--- src/rtl/kernel_a_stream_ctrl_if.sv ---
// Control-side handshake bundle between the kernel_A stream sequencer and its environment.
// The sequencer takes the slave modport; whoever drives jobs and data takes the master modport.
interface kernel_a_stream_ctrl_if #(
  parameter int CNTW = 16
);
  logic            start;
  logic            src_valid;
  logic            src_ready;
  logic            snk_valid;
  logic            snk_ready;
  logic            stall;
  logic [CNTW-1:0] in_count;
  logic [CNTW-1:0] out_count;
  logic            busy;
  logic            done;

  modport master (
    output start, src_valid, snk_ready,
    input  src_ready, snk_valid, stall, in_count, out_count, busy, done
  );

  modport slave (
    input  start, src_valid, snk_ready,
    output src_ready, snk_valid, stall, in_count, out_count, busy, done
  );
endinterface

--- src/rtl/kernel_a_stream_ctrl.sv ---
// Stream sequencer for kernel_A: admits NTOT items per job, drives the kernel stall and
// tracks in-flight items with a LAT-deep valid shift register; data words bypass this block.
module kernel_a_stream_ctrl #(
  parameter int LAT  = 2,
  parameter int NTOT = 1024,
  parameter int CNTW = 16
) (
  input  logic                  clk_i,
  input  logic                  rst_i,
  kernel_a_stream_ctrl_if.slave bus
);
  localparam logic [1:0] S_IDLE  = 2'd0;
  localparam logic [1:0] S_RUN   = 2'd1;
  localparam logic [1:0] S_DRAIN = 2'd2;
  localparam logic [1:0] S_DONE  = 2'd3;

  localparam logic [CNTW-1:0] NTOT_C  = CNTW'(NTOT);
  localparam logic [CNTW-1:0] LAST_C  = CNTW'(NTOT - 1);
  localparam logic [CNTW-1:0] ONE_C   = CNTW'(1);

  logic [1:0]      state_q, state_d;
  logic [LAT-1:0]  vpipe_q, vpipe_d, vpipe_shift;
  logic [CNTW-1:0] in_count_q, in_count_d;
  logic [CNTW-1:0] out_count_q, out_count_d;

  logic busy, adv, src_ready, snk_valid, accept, deliver, restart;

  assign busy      = (state_q == S_RUN) || (state_q == S_DRAIN);
  // The pipe may move whenever the last stage is empty or its result is being taken.
  assign adv       = busy && (!vpipe_q[LAT-1] || bus.snk_ready);
  assign src_ready = (state_q == S_RUN) && adv && (in_count_q < NTOT_C);
  assign snk_valid = busy && vpipe_q[LAT-1];
  assign accept    = bus.src_valid && src_ready;
  assign deliver   = snk_valid && bus.snk_ready;
  assign restart   = bus.start && ((state_q == S_IDLE) || (state_q == S_DONE));

  // Written as a loop so LAT=1 needs no special case.
  always_comb begin
    vpipe_shift = '0;
    for (int i = LAT - 1; i >= 1; i--) begin
      vpipe_shift[i] = vpipe_q[i-1];
    end
    vpipe_shift[0] = accept;
  end

  always_comb begin
    state_d     = state_q;
    vpipe_d     = vpipe_q;
    in_count_d  = in_count_q;
    out_count_d = out_count_q;

    if (restart) begin
      state_d     = S_RUN;
      vpipe_d     = '0;
      in_count_d  = '0;
      out_count_d = '0;
    end else begin
      if (adv) begin
        vpipe_d = vpipe_shift;
      end
      if (accept) begin
        in_count_d = in_count_q + ONE_C;
      end
      if (deliver) begin
        out_count_d = out_count_q + ONE_C;
      end
      if ((state_q == S_RUN) && accept && (in_count_q == LAST_C)) begin
        state_d = S_DRAIN;
      end
      if ((state_q == S_DRAIN) && deliver && (out_count_q == LAST_C)) begin
        state_d = S_DONE;
      end
    end
  end

  always_ff @(posedge clk_i) begin
    if (rst_i) begin
      state_q     <= S_IDLE;
      vpipe_q     <= '0;
      in_count_q  <= '0;
      out_count_q <= '0;
    end else begin
      state_q     <= state_d;
      vpipe_q     <= vpipe_d;
      in_count_q  <= in_count_d;
      out_count_q <= out_count_d;
    end
  end

  assign bus.src_ready = src_ready;
  assign bus.snk_valid = snk_valid;
  assign bus.stall     = !adv;
  assign bus.in_count  = in_count_q;
  assign bus.out_count = out_count_q;
  assign bus.busy      = busy;
  assign bus.done      = (state_q == S_DONE);
endmodule

--- src/flat_wrapper.sv ---
// flat-port wrapper written by rule: the top's interface ports become plain ports
module kernel_a_stream_ctrl_flat 
#(
  parameter int LAT  = 2,
  parameter int NTOT = 1024,
  parameter int CNTW = 16
)
  (clk_i, rst_i, bus_start, bus_src_valid, bus_snk_ready, bus_src_ready, bus_snk_valid, bus_stall, bus_in_count, bus_out_count, bus_busy, bus_done);
  kernel_a_stream_ctrl_if #(.CNTW(CNTW)) bus_i ();
  input  logic clk_i;
  input  logic rst_i;
  input wire logic [$bits(bus_i.start)-1:0] bus_start;
  input wire logic [$bits(bus_i.src_valid)-1:0] bus_src_valid;
  input wire logic [$bits(bus_i.snk_ready)-1:0] bus_snk_ready;
  output wire logic [$bits(bus_i.src_ready)-1:0] bus_src_ready;
  output wire logic [$bits(bus_i.snk_valid)-1:0] bus_snk_valid;
  output wire logic [$bits(bus_i.stall)-1:0] bus_stall;
  output wire logic [$bits(bus_i.in_count)-1:0] bus_in_count;
  output wire logic [$bits(bus_i.out_count)-1:0] bus_out_count;
  output wire logic [$bits(bus_i.busy)-1:0] bus_busy;
  output wire logic [$bits(bus_i.done)-1:0] bus_done;
  assign bus_i.start = bus_start;
  assign bus_i.src_valid = bus_src_valid;
  assign bus_i.snk_ready = bus_snk_ready;
  assign bus_src_ready = bus_i.src_ready;
  assign bus_snk_valid = bus_i.snk_valid;
  assign bus_stall = bus_i.stall;
  assign bus_in_count = bus_i.in_count;
  assign bus_out_count = bus_i.out_count;
  assign bus_busy = bus_i.busy;
  assign bus_done = bus_i.done;
  kernel_a_stream_ctrl #(.LAT(LAT), .NTOT(NTOT), .CNTW(CNTW)) u_core (.clk_i(clk_i), .rst_i(rst_i), .bus(bus_i));
endmodule
--- config.mk ---
export PLATFORM = sky130hd
export DESIGN_NAME = kernel_a_stream_ctrl_flat
export DESIGN_NICKNAME = d
export VERILOG_FILES = /design/src/rtl/kernel_a_stream_ctrl_if.sv /design/src/rtl/kernel_a_stream_ctrl.sv /design/src/flat_wrapper.sv
export SDC_FILE = /design/constraint.sdc
export NUM_CORES = 1
export LEC_CHECK = 0
export CAP_MARGIN = 10
export CORE_MARGIN = 10
export CORE_UTILIZATION = 40
export CTS_CLUSTER_DIAMETER = 80
export DETAILED_ROUTE_END_ITERATION = 10
export PLACE_DENSITY = 0.7
export RECOVER_POWER = 25
export SYNTH_ARGS = -nofsm -noshare
export SYNTH_HDL_FRONTEND = slang
export SYNTH_SLANG_ARGS = --single-unit
export TNS_END_PERCENT = 10
--- constraint.sdc ---
create_clock -name clk_i -period 1.99 [get_ports clk_i]
set_input_delay 0.2985 -clock clk_i [delete_from_list [all_inputs] [get_ports clk_i]]
set_output_delay 0.2985 -clock clk_i [all_outputs]
set_load 0.01 [all_outputs]
# Word level (Yosys, flattened, before mapping)
# Index checks and enable logic that the tools add are counted.
[totals] elab_cells=36 ram_bits=0 input_bits=5 regBits=36 rom_bits=0 n_memories=0 latchBits=0
[classes] n_reduce_logical=20 multipliers=0 order_cmp=1 n_eq_ne=5 shift=0 n_addsub=2 n_bitwise=0 muxes=3 div=0
[op_table] op="$add A16 B1 Y16 const B" n=2
[op_table] op="$eq A16 B10 Y1 const B" n=2
[op_table] op="$lt A16 B11 Y1 const B" n=1
[op_table] op="$logic_and A1 B1 Y1" n=11
[op_table] op="$eq A2 B2 Y1 const B" n=2
[op_table] op="$mux W2" n=2
[op_table] op="$logic_or A1 B1 Y1" n=3
[op_table] op="$reduce_bool A3 Y1" n=1
[op_table] op="$eq A2 B1 Y1 const B" n=1
[op_table] op="$logic_not A1 Y1" n=2
[op_table] op="$logic_not A2 Y1" n=1
[op_table] op="$reduce_bool A2 Y1" n=1
[op_table] op="$reduce_or A2 Y1" n=1
[op_table] op="$mux W1" n=1

# Longest topological paths before layout
# Gate-level depths: netlist of the first run.
[depth] word_depth=11 ltp_mapped=8 mapped_depth_nobuf=7

# Worst setup path before layout of the first run
# Ideal clock, no wire load.
[synth_path] path_kind="flip-flop to flip-flop" startpoint="reg u_core.state_q[0]" endpoint="reg u_core.out_count_q[14] (netlist: u_core.bus.out_count[14])" stages_incl_launch_ff=7 setup_slack_ns=0.084 required_time_ns=1.920 path_buffers=0 arrival_time_ns=1.836 cell_sequence="dfxtp_1 inv_1 ha_1 nand4b_2 or2_2 or4_1 a21oi_1"
[synth_via] elab_chain_len=4
[synth_lines] item="start, declared" line="kernel_a_stream_ctrl.sv:21" rtl="logic [1:0] state_q, state_d;"
[synth_lines] item="start signal, assigned" line="kernel_a_stream_ctrl.sv:83" rtl="state_q <= state_d;"
[synth_lines] item="$eq A2 B2 Y1, or another cell as far along" line="kernel_a_stream_ctrl.sv:35" rtl="assign restart = bus.start && ((state_q == S_IDLE) || (state_q == S_DONE));"
[synth_lines] item="$logic_or A1 B1 Y1, on equally long branches" line="kernel_a_stream_ctrl.sv:35, kernel_a_stream_ctrl.sv:28"
[synth_lines] item="$logic_and A1 B1 Y1, on equally long branches" line="kernel_a_stream_ctrl.sv:35, kernel_a_stream_ctrl.sv:32"
[synth_lines] item="$reduce_or A2 Y1 (no source line) / $logic_and A1 B1 Y1 (equally long branches)"
[synth_lines] item="end signal, assigned" line="kernel_a_stream_ctrl.sv:86" rtl="out_count_q <= out_count_d;"
[synth_lines] item="end, declared" line="kernel_a_stream_ctrl.sv:24" rtl="logic [CNTW-1:0] out_count_q, out_count_d;"
# Parallel ways exist; a longest one is shown, timed or not.
# A chain may end at the register's enable or synchronous reset.

# Worst setup path in the final report of the first run
[layout_path] startpoint="reg u_core.state_q[1]" endpoint="out bus_src_ready"
[layout_via] elab_chain_len=5
[layout_lines] item="$eq A2 B1 Y1 / $eq A2 B2 Y1 (equally long branches)" line="kernel_a_stream_ctrl.sv:28, kernel_a_stream_ctrl.sv:31"
[layout_lines] item="$logic_or A1 B1 Y1" line="kernel_a_stream_ctrl.sv:28" rtl="assign busy = (state_q == S_RUN) || (state_q == S_DRAIN);"
[layout_lines] item="$logic_and A1 B1 Y1" line="kernel_a_stream_ctrl.sv:30" rtl="assign adv = busy && (!vpipe_q[LAT-1] || bus.snk_ready);"
[layout_lines] item="$logic_and A1 B1 Y1 * (2 in a row)" line="kernel_a_stream_ctrl.sv:31" rtl="assign src_ready = (state_q == S_RUN) && adv && (in_count_q < NTOT_C);"
[layout_lines] item="end, declared" line="flat_wrapper.sv:15" rtl="output wire logic [$bits(bus_i.src_ready)-1:0] bus_src_ready;"
# Every way passes the cells marked *; elsewhere a longest branch is shown, timed or not.

==> run metrics, run 1 <==
reg2reg setup slack=~0.13 ns; Ports=between 40 and 50; post-route cell area=about 0.0023 mm²; Root Driver=clkbuf_8; peak supply drop=between 0.4 and 0.5 mV; largest net degree at the start of global routing=20; Bufs and invs on worst path=3; Synth async-reset ratio=0; Syn Inst Count=193; Switching Share=0.237; Fin Setup TNS=0 ns; die area=a little over 0.007 mm²; Max Clock Freq=about 530 MHz; Total GRT Usage=0.120; Die H=85.2 µm; reg2reg path depth=6; Nets=255; CP cell instances=inv_1, ha_1, nor4b_2, nand4_1, inv_1, clkdlybuf4s15_1; Setup CP Type=register to output pin; hold path depth=1; area grow syn2layout=37.1%; area share of the largest cell type after synthesis=0.424; startpoint types=register; Synth Flop Type=dfxtp_1; clock insertion delay at the later pin of the skew report=slightly below 0.3 ns; total of max-cap violations=0; Hold Vio Cnt, Final=0; Crit. Startpoint=u_core.state_q[1]; syn nets=203; Slew HR=0.743; worst-margin pin slew=0.381 ns; hold buffers post-CTS=0; Total Wirelength=4140 µm; worst hold path class=register to register; number of global-route vias before repair=1528; Buffers on Ports=approximately 40; CP max stage cell=dfxtp_1; crit-path max FO=4; post-DR vias/cell=~5.2; Clock Sinks=36; pwr dens=594 mW/mm²; Crit Reg-Reg Startpoint=u_core.state_q[0]; LEAKAGE=between 0.9 and 1 nW; setup ws final=roughly 0.10 ns; share of power burned in registers=0.528; drt pass-1 iters=4; FF-to-FF End=u_core.bus.out_count[14]; most common cell in the synthesized netlist=dfxtp_1; final-layout fill cell count=385; DP Worst Slack=-0.0130 ns; critical path endpoint=bus_src_ready; Worst setup EP type=output pin; Post-synth top cells=dfxtp_1 (36), nand2_1 (16), nor2_1 (15); post-route ant nets=0; H-tree levels=2; chip width=85.2 µm; DRC viols=0; first-pass GRT wire length=between 7000 and 8000 µm; Area contributors post-synth=dfxtp_1 (42%), ha_1 (3.7%), a21oi_1 (3.5%); detailed placement HPWL=3130 µm; FF+latch area=a little over 700 µm²; Hold Path Origin=u_core.bus.in_count[14]; Comb power frac=0.081; Num CTS Buffers=5; critical path depth=6; WL/cell=14.0 µm; Final Max Slew Viols=0; min cycle time layout=~1.9 ns; RSZ-0062 raised after global routing=yes; Crit path top cell by count=inv_1; area of the multi-input gates=around 930 µm²; Seq/Total Area, Yosys=0.424; setup violators final=0; final period utilization=0.949; Crit path largest cell delay=around 0.36 ns; internal power=between 0.001 and 0.0015 W; placed cell area=around 0.0022 mm²; Initial Util=0.419; Seq cells post-synth=36; Clk pwr share=0.391; arrival time at the worst endpoint=roughly 1.6 ns; Mapped Area=0.00170 mm²; share of cells above drive strength 1=0.118; GRT overflow=0; CTS clk-pin slew, worst paths=0.07 ns; clock skew=roughly 0.008 ns; antenna violations before repair=0; Site Rows=23; Crit path max-delay family=buffers and inverters; status=completed; core area=0.00406 mm²; syn_area_per_cell=around 9 µm²; Initial DRC Count=52; GPL Wtd Cong=approximately 0.82; Longest Clk Path Bufs=2; antenna cells=0; synth unique cells=41; CTS tree=built; WP data required=around 1.7 ns; Warnings, synthesis=0; switching power=between 0.0003 and 0.0004 W; number of synthesized flops with an enable pin=0; cell taking the most area after synthesis=dfxtp_1; vias=between 1500 and 2000; post-CTS repair timing setup buffer count=0
==> sequential cells by signal, summed over array words and instances (netlist names) <==
register              cells
u_core.bus.in_count      16
u_core.bus.out_count     16
u_core.state_q            2
u_core.vpipe_q            2
==> cell usage in the layout (no fill, tap or decap), drive strengths merged, types with 2 or more instances in the layout <==
master	count
a21oi	12
a31oi	3
a41o	3
and2	6
and3	3
buf	10
clkbuf	8
clkdlybuf4s50	37
dfxtp	36
dlygate4sd2	2
ha	5
inv	8
mux2i	5
nand2	16
nand2b	6
nand3	8
nand4	11
nor2	15
nor3	6
nor4	3
o21ai	7
o31ai	4
or2	2
or3	6
or4	3
xnor2	5
xor2	3
==> per-stage QoR <==
stage	utilization	std cells	hold slack [ns]	power (W)
after floorplan	-	193	0.402	0.000805
after global placement	0.547	288	0.472	0.000860
after detailed placement	0.547	288	0.483	0.000861
after CTS	0.572	296	0.496	0.00140
after global routing	0.574	296	0.509	0.00145
final	0.574	296	0.492	0.00138
==> timing repair <==
| action | 4_1_cts | 5_1_grt |
|---|---|---|
| gates resized for setup | 4 | 4 |
| setup endpoints to repair | 5 | 5 |
| cloned | 0 | 0 |
==> routing by layer <==
metal / GRT usage / wire length, µm / vias up
met3: 0.0641 / 400 / 5
met1: 0.135 / 1800 / 710
met2: 0.183 / 1880 / 40
li1: - / - / 797
met5: 0 / 0 / -
met4: 0.0539 / 59 / 0
==> worst min-delay path by stage <==
| stage | endpoint |
|---|---|
| 2_1_floorplan | u_core.state_q[0] |
| 3_3_place_gp | u_core.bus.in_count[12] |
| 3_5_place_dp | u_core.bus.in_count[14] |
| 4_1_cts | u_core.bus.in_count[14] |
| 5_1_grt | u_core.bus.in_count[13] |
| 6_report | u_core.bus.in_count[14] |
==> cell type report <==
| type | instances | share of cell area |
|---|---|---|
| multi-input combinational | 142 | 0.400 |
| sequential | 36 | 0.310 |
| timing repair buffer | 52 | 0.210 |
| clock buffer | 7 | 0.0370 |
| tap | 50 | 0.0268 |
| inverter | 8 | 0.0129 |
| clock inverter | 1 | 0.00322 |
==> cells by family (layout without fill, tap and decap cells) <==
logic type                 count (synthesis)  count (layout)  share of synthesized area
AOI/OAI and AO/OA                         33              33                      0.123
muxes                                      5               5                     0.0294
xor gates and xnor gates                   8               8                     0.0412
and+or+nand+nor                           91              91                      0.307
buffers and inverters                     15              68                     0.0390
adders and majority gates                  5               5                     0.0368
DFF                                       36              36                      0.424
==> power by group through the flow <==
stage	Sequential [W]	Clock (W)	Combinational, W
6_report	0.000731	0.000542	0.000112
4_1_cts	0.000730	0.000561	0.000114
5_1_grt	0.000732	0.000595	0.000126
2_1_floorplan	0.000746	0	0.0000593
3_5_place_dp	0.000747	0	0.000114
3_3_place_gp	0.000747	0	0.000114
No activity file was read; power rests on OpenSTA's default activity.
==> run 2, diff against run 1 <==
- CORE_MARGIN: 10 -> 1
==> run 2 against run 1 <==
Net effect:
- via count decreased by 0.19%
- combinational power increased by 6%
- setup slack improved by 0.0051 ns
- largest power group unchanged
- sequential share of layout area about the same
- non-clock buffer count increased by 1
- utilization increased by 0.44 points
- die area decreased by 38%
==> run metrics, run 2 (synthesis results as in run 1) <==
final period utilization=0.946 (-0.00257); clock insertion delay at the later pin of the skew report=0.29 ns (about the same); core area=0.00403 mm² (-0.71%); Site Rows=23 (unchanged); hold buffers post-CTS=0 (unchanged); area grow syn2layout=37.2% (about the same); RSZ-0062 raised after global routing=no; min cycle time layout=1.88 ns (-0.00511 ns); CTS clk-pin slew, worst paths=0.07 ns (about the same); CP cell instances=inv_1, ha_4, nand4b_2, or2_0, or4_1, a21oi_1; GRT overflow=0 (unchanged); placed cell area=0.00224 mm² (+0.90%); Util after Layout=0.579 (+0.00441); detailed placement HPWL=2740 µm (-12%); Initial DRC Count=83 (+60%); Clock Sinks=36 (unchanged); startpoint types=register; hold path depth=1 (unchanged); Worst setup EP type=register; Nets=256 (+0.39%); Final Max Slew Viols=0 (unchanged); DRC viols=0 (unchanged); WP data required=2.20 ns (+0.51 ns); Hold Path Origin=u_core.bus.in_count[13]; Buffers on Ports=41 (unchanged); status=completed; vias=1549 (-0.19%); H-tree levels=2 (unchanged); Slew HR=0.721 (-0.0227); die area=0.00452 mm² (-38%); most common cell after layout, fill and taps aside=dfxtp_1; Initial Util=0.422 (+0.00299); Num CTS Buffers=5 (unchanged); worst hold slack=0.489 ns (-0.00299 ns); post-DR vias/cell=5.23 (-0.19%); Final Power=0.00133 W (-4.1%); worst hold path class=register to register; largest net degree at the start of global routing=20 (unchanged); GPL Wtd Cong=0.790 (-3.9%); reg2reg setup slack=0.11 ns (-0.02 ns); Total Wirelength=3780 µm (-8.7%); Hold EP=u_core.bus.in_count[13]; Die H=67.2 µm (-21%); drt pass-1 iters=4 (unchanged); pwr dens=569 mW/mm² (-4.1%); total of max-cap violations=0 (unchanged); worst-margin pin slew=0.416 ns (+0.0344 ns); Ports=42 (unchanged); reg2reg path depth=6 (unchanged); share of cells above drive strength 1=0.110 (-0.00813); CP max stage cell=or4_1; Crit path largest cell delay=0.44 ns (+0.08 ns); setup violators final=0 (unchanged); Placed Cells=289 (+0.35%); CTS tree=built; crit-path max FO=6 (+2); final-layout fill cell count=378 (-1.8%); antenna cells=0 (unchanged); post-route ant nets=0 (unchanged); most frequent cells in the layout=dfxtp_1 (35), clkdlybuf4s50_1 (28), nand2_1 (16); number of global-route vias before repair=1413 (-7.5%); Root Driver=clkbuf_8; Hold Vio Cnt, Final=0 (unchanged); Max Clock Freq=531 MHz (+0.27%); WL/cell=12.8 µm (-8.7%); Longest Clk Path Bufs=2 (unchanged); chip width=67.2 µm (-21%); Bufs and invs on worst path=1 (-2); Crit Reg-Reg Startpoint=u_core.state_q[0]; Crit path max-delay family=simple AND/OR/NAND/NOR gates; FF-to-FF End=u_core.bus.out_count[14]; Layout Cells excl Fill=296 (unchanged); first-pass GRT wire length=6150 µm (-14%); clock skew=0.00668 ns (-0.00143 ns); Setup CP Type=register to register; peak supply drop=0.381 mV (-11%); Total GRT Usage=0.182 (+0.0627); antenna violations before repair=0 (unchanged); LEAKAGE=0.951 nW (+4.3%); post-route cell area=0.00233 mm² (about the same); arrival time at the worst endpoint=2.09 ns (+0.50 ns)
==> run 2: cell count changes in the layout (fill, tap and decap cells not counted), sizes merged <==
cell           change
buf                +1
clkbuf             -1
clkdlybuf4s15      -1
clkdlybuf4s50      -9
clkinv             +1
clkinvlp           -1
dlygate4sd2        +1
dlygate4sd3        +9
==> run 2: cell type report <==
cell class | count | area, µm² | area share
Multi-Input combinational cell | 142 | 932 | 0.400
Clock inverter | 1 | 5.00 | 0.00215
Timing Repair Buffer | 53 | 508 | 0.218
Sequential cell | 36 | 722 | 0.310
Clock buffer | 6 | 72.6 | 0.0311
Inverter | 8 | 30.0 | 0.0129
Tap cell | 50 | 62.6 | 0.0268
==> run 2: stage by stage <==
step           setup TNS [ns]  setup slack [ns]
2_1_floorplan               0            0.0842
3_3_place_gp          -0.0321           -0.0321
3_5_place_dp          -0.0219           -0.0219
4_1_cts                     0           0.00315
5_1_grt                     0            0.0152
6_report                    0             0.106
==> run 2: power by group <==
group | switching [W] | total, W | internal [W]
combinational | 0.0000640 | 0.000119 | 0.0000546
clock | 0.000240 | 0.000478 | 0.000238
sequential | 0.00000521 | 0.000731 | 0.000726
==> run 2: how the worst max path moves through the flow <==
stage | start | end | depth (start not counted)
5_1_grt | u_core.state_q[0] | u_core.bus.out_count[14] | 6
6_report | u_core.state_q[0] | u_core.bus.out_count[14] | 6
3_3_place_gp | bus_snk_ready | bus_src_ready | 5
4_1_cts | u_core.state_q[0] | bus_snk_valid | 4
3_5_place_dp | bus_snk_ready | bus_src_ready | 5
2_1_floorplan | u_core.state_q[0] | u_core.bus.out_count[14] | 6
==> run 2: what timing repair did <==
action	4_1_cts	5_1_grt
endpoints found under the setup margin	5	4
pin swaps	1	0
gates resized for setup	5	3
buffers inserted	0	0
==> run 2: routing by layer <==
metal	share of wire	GRT usage	vias to the layer above
li1	-	-	799
met5	0	0	-
met1	0.49	0.220	709
met3	0.047	0.0557	5
met4	0.011	0.0718	0
met2	0.46	0.301	36
==> run 2: worst register-to-register path, cell delays in order (launching register included) <==
cell and delay (ns):
dfxtp_2 0.34, inv_1 0.08, ha_4 0.26, nand4b_2 0.20, or2_0 0.32, or4_1 0.44
a21oi_1 0.17
